$ cat src/rtl/riscv_pkg.sv
// Shared RISC-V front-end definitions: opcode constants, the nop encoding, fetch FSM states, default reset PC.
// No logic; latency and backpressure do not apply.
// Imported by the fetch unit and its neighbours.
package riscv_pkg;

    localparam logic [6:0] OP_LUI    = 7'b0110111;
    localparam logic [6:0] OP_AUIPC  = 7'b0010111;
    localparam logic [6:0] OP_JAL    = 7'b1101111;
    localparam logic [6:0] OP_JALR   = 7'b1100111;
    localparam logic [6:0] OP_BRANCH = 7'b1100011;
    localparam logic [6:0] OP_LOAD   = 7'b0000011;
    localparam logic [6:0] OP_STORE  = 7'b0100011;
    localparam logic [6:0] OP_IMM    = 7'b0010011;
    localparam logic [6:0] OP_REG    = 7'b0110011;

    // addi x0, x0, 0
    localparam logic [31:0] NOP_INST = 32'h0000_0013;

    localparam logic [31:0] DEFAULT_RESET_PC = 32'h0000_0000;

    typedef enum logic [1:0] {
        S_IDLE = 2'd0,
        S_REQ  = 2'd1,
        S_HOLD = 2'd2
    } fetch_state_t;

    function automatic logic [6:0] opcode_of(input logic [31:0] word);
        return word[6:0];
    endfunction

endpackage

$ cat src/rtl/next_pc_calc.sv
// Redirect mux for the fetch unit: jalr > jal > taken branch > sequential.
// Latency: purely combinational.
// Backpressure: none; the caller decides when the result is consumed.
module next_pc_calc #(
    parameter int ADDR_W = 32
) (
    input  logic [ADDR_W-1:0] inst_pc,
    input  logic [ADDR_W-1:0] imm,
    input  logic [ADDR_W-1:0] rs1_data,
    input  logic              branch,
    input  logic              zero,
    input  logic              jal,
    input  logic              jalr,
    output logic [ADDR_W-1:0] pc_plus4,
    output logic [ADDR_W-1:0] next_pc
);

    logic [ADDR_W-1:0] pc_rel;
    logic [ADDR_W-1:0] reg_rel;

    // All sums wrap modulo 2^ADDR_W.
    assign pc_plus4 = inst_pc + ADDR_W'(4);
    assign pc_rel   = inst_pc + imm;
    assign reg_rel  = (rs1_data + imm) & {{(ADDR_W-1){1'b1}}, 1'b0};

    always_comb begin
        next_pc = pc_plus4;
        if (jalr) begin
            next_pc = reg_rel;
        end else if (jal || (branch && zero)) begin
            next_pc = pc_rel;
        end
    end

endmodule

$ cat src/rtl/inst_fetch_unit.sv
// Single-issue fetch: owns the PC, fetches one word per handshake and holds it for the decoder.
// Latency: 2 cycles per instruction with zero-wait memory (S_REQ -> S_HOLD -> S_REQ).
// Backpressure: imem_ready low stretches S_REQ; stall holds the word in S_HOLD. FETCH_MISALIGN_CHK_EN adds the misalign trap.
module inst_fetch_unit
    import riscv_pkg::*;
#(
    parameter int                ADDR_W   = 32,
    parameter logic [ADDR_W-1:0] RESET_PC = ADDR_W'(DEFAULT_RESET_PC)
) (
    input  logic              clk,
    input  logic              rst_n,
    output logic              imem_req,
    output logic [ADDR_W-1:0] imem_addr,
    input  logic              imem_ready,
    input  logic [31:0]       imem_rdata,
    output logic [31:0]       inst,
    output logic [ADDR_W-1:0] inst_pc,
    output logic [ADDR_W-1:0] pc_plus4,
    output logic              inst_valid,
`ifdef FETCH_MISALIGN_CHK_EN
    output logic              misalign,
`endif
    input  logic              stall,
    input  logic              branch,
    input  logic              zero,
    input  logic              jal,
    input  logic              jalr,
    input  logic [ADDR_W-1:0] imm,
    input  logic [ADDR_W-1:0] rs1_data
);

    fetch_state_t      state;
    fetch_state_t      state_nxt;
    logic [ADDR_W-1:0] pc;
    logic [ADDR_W-1:0] target;
    logic [ADDR_W-1:0] pc_next;
    logic              accept;
    logic              retire;
    logic              bad_target;

    next_pc_calc #(
        .ADDR_W (ADDR_W)
    ) u_next_pc_calc (
        .inst_pc  (inst_pc),
        .imm      (imm),
        .rs1_data (rs1_data),
        .branch   (branch),
        .zero     (zero),
        .jal      (jal),
        .jalr     (jalr),
        .pc_plus4 (pc_plus4),
        .next_pc  (target)
    );

    assign imem_addr = pc;
    assign accept    = (state == S_REQ) && imem_ready;
    // Redirect inputs only matter here; they are ignored in every other cycle.
    assign retire    = (state == S_HOLD) && inst_valid && !stall;

`ifdef FETCH_MISALIGN_CHK_EN
    assign bad_target = (target[1:0] != 2'b00);
    assign pc_next    = target;

    always_ff @(posedge clk or negedge rst_n) begin
        if (!rst_n) begin
            misalign <= 1'b0;
        end else if (retire && bad_target) begin
            misalign <= 1'b1;
        end
    end
`else
    assign bad_target = 1'b0;
    assign pc_next    = {target[ADDR_W-1:2], 2'b00};
`endif

    always_ff @(posedge clk or negedge rst_n) begin
        if (!rst_n) begin
            state <= S_IDLE;
        end else begin
            state <= state_nxt;
        end
    end

    always_comb begin
        state_nxt = state;
        imem_req  = 1'b0;
        case (state)
            S_IDLE: state_nxt = S_REQ;
            S_REQ: begin
                imem_req = 1'b1;
                if (imem_ready) begin
                    state_nxt = S_HOLD;
                end
            end
            // A misaligned target parks here with inst_valid low until reset.
            S_HOLD: begin
                if (retire && !bad_target) begin
                    state_nxt = S_REQ;
                end
            end
            default: state_nxt = S_IDLE;
        endcase
    end

    always_ff @(posedge clk or negedge rst_n) begin
        if (!rst_n) begin
            pc         <= RESET_PC;
            inst       <= NOP_INST;
            inst_pc    <= '0;
            inst_valid <= 1'b0;
        end else if (accept) begin
            inst       <= imem_rdata;
            inst_pc    <= pc;
            inst_valid <= 1'b1;
        end else if (retire) begin
            inst_valid <= 1'b0;
            if (!bad_target) begin
                pc <= pc_next;
            end
        end
    end

endmodule

$ cat config.mk
export PLATFORM = sky130hd
export DESIGN_NAME = inst_fetch_unit
export DESIGN_NICKNAME = d
export VERILOG_FILES = /design/src/rtl/riscv_pkg.sv /design/src/rtl/next_pc_calc.sv /design/src/rtl/inst_fetch_unit.sv
export SDC_FILE = /design/constraint.sdc
export NUM_CORES = 1
export LEC_CHECK = 0
export CORE_UTILIZATION = 40
export CTS_CLUSTER_SIZE = 10
export DETAILED_ROUTE_END_ITERATION = 8
export HOLD_SLACK_MARGIN = 0.08
export PLACE_DENSITY = 0.69
export SLEW_MARGIN = 40
export SYNTH_ARGS = -nofsm -noshare
export SYNTH_HDL_FRONTEND = slang
export SYNTH_HIERARCHICAL = 1
export SYNTH_SLANG_ARGS = --single-unit
export TNS_END_PERCENT = 100
$ cat constraint.sdc
create_clock -name clk -period 4.5 [get_ports clk]
set_input_delay 1.35 -clock clk [delete_from_list [all_inputs] [get_ports clk]]
set_output_delay 1.35 -clock clk [all_outputs]
set_load 0.01 [all_outputs]
==> impl_metrics.tcl, run 1 <==
set metrics [dict create \
    tightest_slew_ps 847 \
    fin_crit_ps 4350 \
    die-area_um2 20700 \
    dp.cells 1383 \
    worstSetupPathType "in -> reg" \
    final_hold_viol_count 0 \
    ff2ff_path_depth 11 \
    fin_area_um2 11300 \
    worst_hold_path_type "reg -> reg" \
    first_global_vias 7277 \
    numCtsBuffers 9 \
    max_slew_margin_pct 43.5 \
    grt_max_degree 49 \
    antenna_found_initial 0 \
    skew_ps 19.5 \
    syn_inst 851 \
    drv_cap 0 \
    crit_required_ps 4750 \
    period_share_pct 96.8 \
    port_buffers 227 \
    wl_mm 26.2 \
    vias 7703 \
    holdPathStages 1 \
    ys_warn_count 6 \
    first_pass_iters 5 \
    hpwl_mm 20.9 \
    max_freq_ghz 0.230 \
    rsz0062_at_grt "false" \
    final_net_count 1297 \
    overflow 0 \
    drt_iter0_drc 558 \
    area_delta_synth_final_pct 39.9 \
    crit_path_start_kind "primary input" \
    die_h_um 144 \
    hold_buffers 0 \
    row_count 51 \
    power-per-cell-area_nw_per_um2 642 \
    irDropWorstVdd_mv 0.360 \
    endpoint_kind "flip-flop" \
    drc_errors 0 \
    cts_tree "yes" \
    detail_route.vias_per_cell 5.51 \
    status "finished clean" \
    clk_latency_ps 360 \
    core_um2 19600 \
    worstPathArrival_ps 4610 \
    initial_utilization_pct 41.2 \
    syn-cell-area_um2 8070 \
    place_area_um2 10900 \
    grt_pass1_wl_mm 39.8 \
    syn_area_per_cell_um2 9.48 \
    cp_max_fo 3 \
    slew_viol_final 0 \
    cts_buffer_depth 2 \
    whs_ps 505 \
    io_pins 234 \
    power.leakage_nw 4.87 \
    setup_viol 0 \
    cts-root-buf "clkbuf_16" \
    path_clk_slew_ps 90 \
    wl_per_cell_um 18.7 \
    cts-htree-levels 3 \
    final_cells 1399 \
    groute.usage.overall_pct 25.4 \
    cts.sinks 95 \
    power.total_w 0.00725 \
    gp_congestion 0.929 \
    fp.dieW_um 144 \
    drive_gt1_share_pct 18.4 \
    ant_nets 0 \
    insertedDiodeCount 0 \
]
## state kept, by name, summed over array words and instances (netlist names)
signal / count
inst: 32
imem_addr: 30
state: 2
inst_pc: 30
inst_valid: 1
## per-layer routing
metal / up-vias / share of wire (%) / global-route usage (%)
met5: - / 0 / 0
met4: 0 / 3.0 / 9.13
met3: 45 / 8.4 / 6.09
met2: 306 / 42 / 36.1
met1: 3677 / 47 / 37.0
li1: 3675 / - / -
## what timing repair did
item	in CTS	in global routing
endpoints found under the setup margin	0	9
resized for setup	0	12
buffers inserted	0	0
## worst paths after layout
| path | to | slack (ps) | from |
|---|---|---|---|
| worst min-delay path | inst[12] | 510 | inst[12] |
| worst max register to register | imem_addr[31] | 1160 | inst_pc[4] |
| min in group asynchronous | imem_addr[28] | 970 | rst_n |
| max in group asynchronous | inst[0] | 2690 | rst_n |
| worst max-delay path | imem_addr[30] | 150 | imm[0] |
| worst min register to register | inst[12] | 510 | inst[12] |
## layout make-up
type / instances / area (um2)
clock inverters: 7 / 77.6
repair buffers: 298 / 2800
inverters: 22 / 82.6
multi-input cells: 703 / 5380
fillers: 1797 / 8310
clock buffers: 9 / 225
well taps: 265 / 332
flip-flops and latches: 95 / 2380
## layout by cell type (no fill, tap or decap), types with 38 or more instances in the layout
| master | count |
|---|---|
| buf_4 | 72 |
| dfrtp_1 | 91 |
| a21oi_1 | 83 |
| nand2_1 | 60 |
| nor2_1 | 53 |
| xnor2_1 | 41 |
| mux2_2 | 64 |
| clkdlybuf4s50_1 | 226 |
| xor2_1 | 38 |
| o21ai_0 | 45 |
| ha_1 | 62 |
## per-stage QoR
step / setup WS [ps] / setup TNS, ps / utilization, %
floorplan: 459 / 0 / -
global placement: -169 / -578 / 55.9
detailed placement: -250 / -956 / 55.9
CTS: 55.7 / 0 / 57.4
global route: 9.97 / 0 / 57.6
finish: 146 / 0 / 57.6
## where the power goes
group	total (W)	switching, W	leakage, nW	internal (W)
logic	0.00469	0.00213	3.59	0.00256
clock network	0.000771	0.000377	0.149	0.000393
registers	0.00179	0.000493	1.13	0.00129
total	0.00725	0.00300	4.87	0.00425
## critical path: stages
cell and delay [ps]:
clkdlybuf4s50_1 420, and2_1 190, fa_1 420, a211oi_2 270
o211ai_1 160, a41oi_1 240, buf_4 150, o21ai_0 140
a311oi_1 410, nor3_1 140, a31oi_1 210, xor2_1 150
o21ai_0 80, mux2_4 270
No activity file was read; power rests on OpenSTA's default activity.
==> run 2, diff against run 1 <==
CORE_UTILIZATION = 53   (was 40)
PLACE_DENSITY = 0.88   (was 0.69)
==> impl_metrics.tcl, run 2 (same netlist as run 1, synthesis figures left out) <==
set metrics [dict create \
    detail_route.vias_per_cell 6.06 \
    setup_ws_ps 103 \
    violations "DRC" \
    crit_required_ps 3150 \
    die_h_um 125 \
    post-place-ws_ps -219 \
    groute.usage.overall_pct 33.3 \
    cts_buffer_depth 2 \
    io_pins 234 \
    cts-htree-levels 3 \
    first_global_vias 7712 \
    first_pass_iters 7 \
    period_share_pct 97.7 \
    wl_per_cell_um 19.9 \
    slew_viol_final 0 \
    endpoint_kind "primary output" \
    fin_area_um2 11100 \
    max_slew_margin_pct 44.7 \
    multi_input_area_um2 5380 \
    grt_pass1_wl_mm 40.6 \
    initial_utilization_pct 54.9 \
    hold_buffers 0 \
    vias 7941 \
    overflow 0 \
    fillCellCount 1016 \
    ff2ff_path_depth 12 \
    worst_hold_path_type "reg -> reg" \
    crit_buf_inv 1 \
    worstSetupPathType "reg -> out" \
    path_clk_slew_ps 70 \
    cts_tree "yes" \
    cts.sinks 95 \
    die-area_um2 15700 \
    core_um2 14700 \
    final_common_cell "clkdlybuf4s50_1" \
    rsz0062_at_grt "false" \
    cts-root-buf "clkbuf_16" \
    holdPathStages 1 \
    antenna_found_initial 0 \
    final_net_count 1289 \
    drive_gt1_share_pct 17.6 \
    wl_mm 26.0 \
    fp.dieW_um 125 \
    critPathTopFamily "simple AND/OR/NAND/NOR gates" \
    power-per-cell-area_nw_per_um2 652 \
    skew_ps 10.1 \
    r2r_slack_ps 1180 \
    setup_viol 0 \
    final_hold_viol_count 0 \
    drt_iter0_drc 680 \
    area_delta_synth_final_pct 37.6 \
    cp_max_fo 6 \
    place_area_um2 10800 \
    ant_nets 0 \
    max_freq_ghz 0.227 \
    hpwl_mm 20.3 \
    power.leakage_nw 4.81 \
    insertedDiodeCount 0 \
    crit_path_cell_trace "ha_1 -> nand4_1 -> nor3_2 -> and2_1 -> nor2b_2 -> xor2_1 -> clkdlybuf4s50_1" \
    clk_latency_ps 360 \
    critPathSlowestCell "clkdlybuf4s50_1" \
    status "finished, violations left" \
    largest_reg_flops 32 \
    gp_congestion 0.954 \
    slowest_delay_ps 610 \
    crit_cells 7 \
    fin_crit_ps 4400 \
    layout_common_cells "clkdlybuf4s50_1, dfrtp_1, a21oi_1" \
    tightest_slew_ps 829 \
    port_buffers 227 \
    numCtsBuffers 9 \
    irDropWorstVdd_mv 0.450 \
    top_register "inst" \
    drc_errors 8 \
    crit_path_start_kind "flip-flop" \
    drv_cap 0 \
    row_count 44 \
    seq_area_um2 2380 \
    grt_max_degree 41 \
    worstPathArrival_ps 3050 \
]
## run 2: path summary, 6_finish.rpt
kind	from	endpoint
min in group asynchronous	rst_n	inst[2]
worst min register to register	inst[11]	inst[11]
max in group asynchronous	rst_n	inst_pc[12]
worst max register to register	inst_pc[4]	imem_addr[31]
worst max-delay path	inst_pc[3]	pc_plus4[24]
worst min-delay path	inst[11]	inst[11]
## run 2: worst reg2reg max path: cells and delay by family, from the launching register on
family,cells,cell delay (ps)
compound gates,7,1450
mux,1,280
buf+inv,1,180
flops,1,400
fa+ha+maj,1,310
simple gates,2,610
## run 2: metrics by stage
stage / hold slack [ps] / setup TNS [ps] / power, W / util [%] / std cells
after floorplan: 491 / 0 / 0.00427 / - / 859
after global placement: 486 / -200 / 0.00626 / 73.3 / 1293
after detailed placement: 493 / -705 / 0.00635 / 73.3 / 1293
after CTS: 508 / 0 / 0.00717 / 75.3 / 1309
after global routing: 514 / 0 / 0.00763 / 75.5 / 1310
final: 503 / 0 / 0.00723 / 75.5 / 1310
## run 2: power breakdown
part / switching, W / internal (W)
combinational: 0.00217 / 0.00252
clock: 0.000367 / 0.000387
sequential: 0.000500 / 0.00129
total: 0.00303 / 0.00420
## run 2: cell type report
type / instances / share of cell area, %
clock inverters: 7 / 0.552
clock buffers: 9 / 2.03
multi-input cells: 703 / 48.4
repair buffers: 290 / 24.7
inverters: 22 / 0.744
flip-flops and latches: 95 / 21.5
well taps: 184 / 2.07
## run 2: timing repair
item                       CTS  global route
gates cloned                 0             0
setup endpoints to repair    2             8
pin swaps                    0             1
resized for setup            1             7
setup buffers                0             1
hold endpoints to repair     0             0
## run 2: per-layer routing
metal | global-route usage (%) | share of wire [%] | vias up
li1 | - | - | 3662
met1 | 45.8 | 43 | 3793
met2 | 51.2 | 44 | 429
met3 | 7.45 | 10 | 57
met4 | 12.4 | 3.1 | 0
met5 | 0 | 0 | -
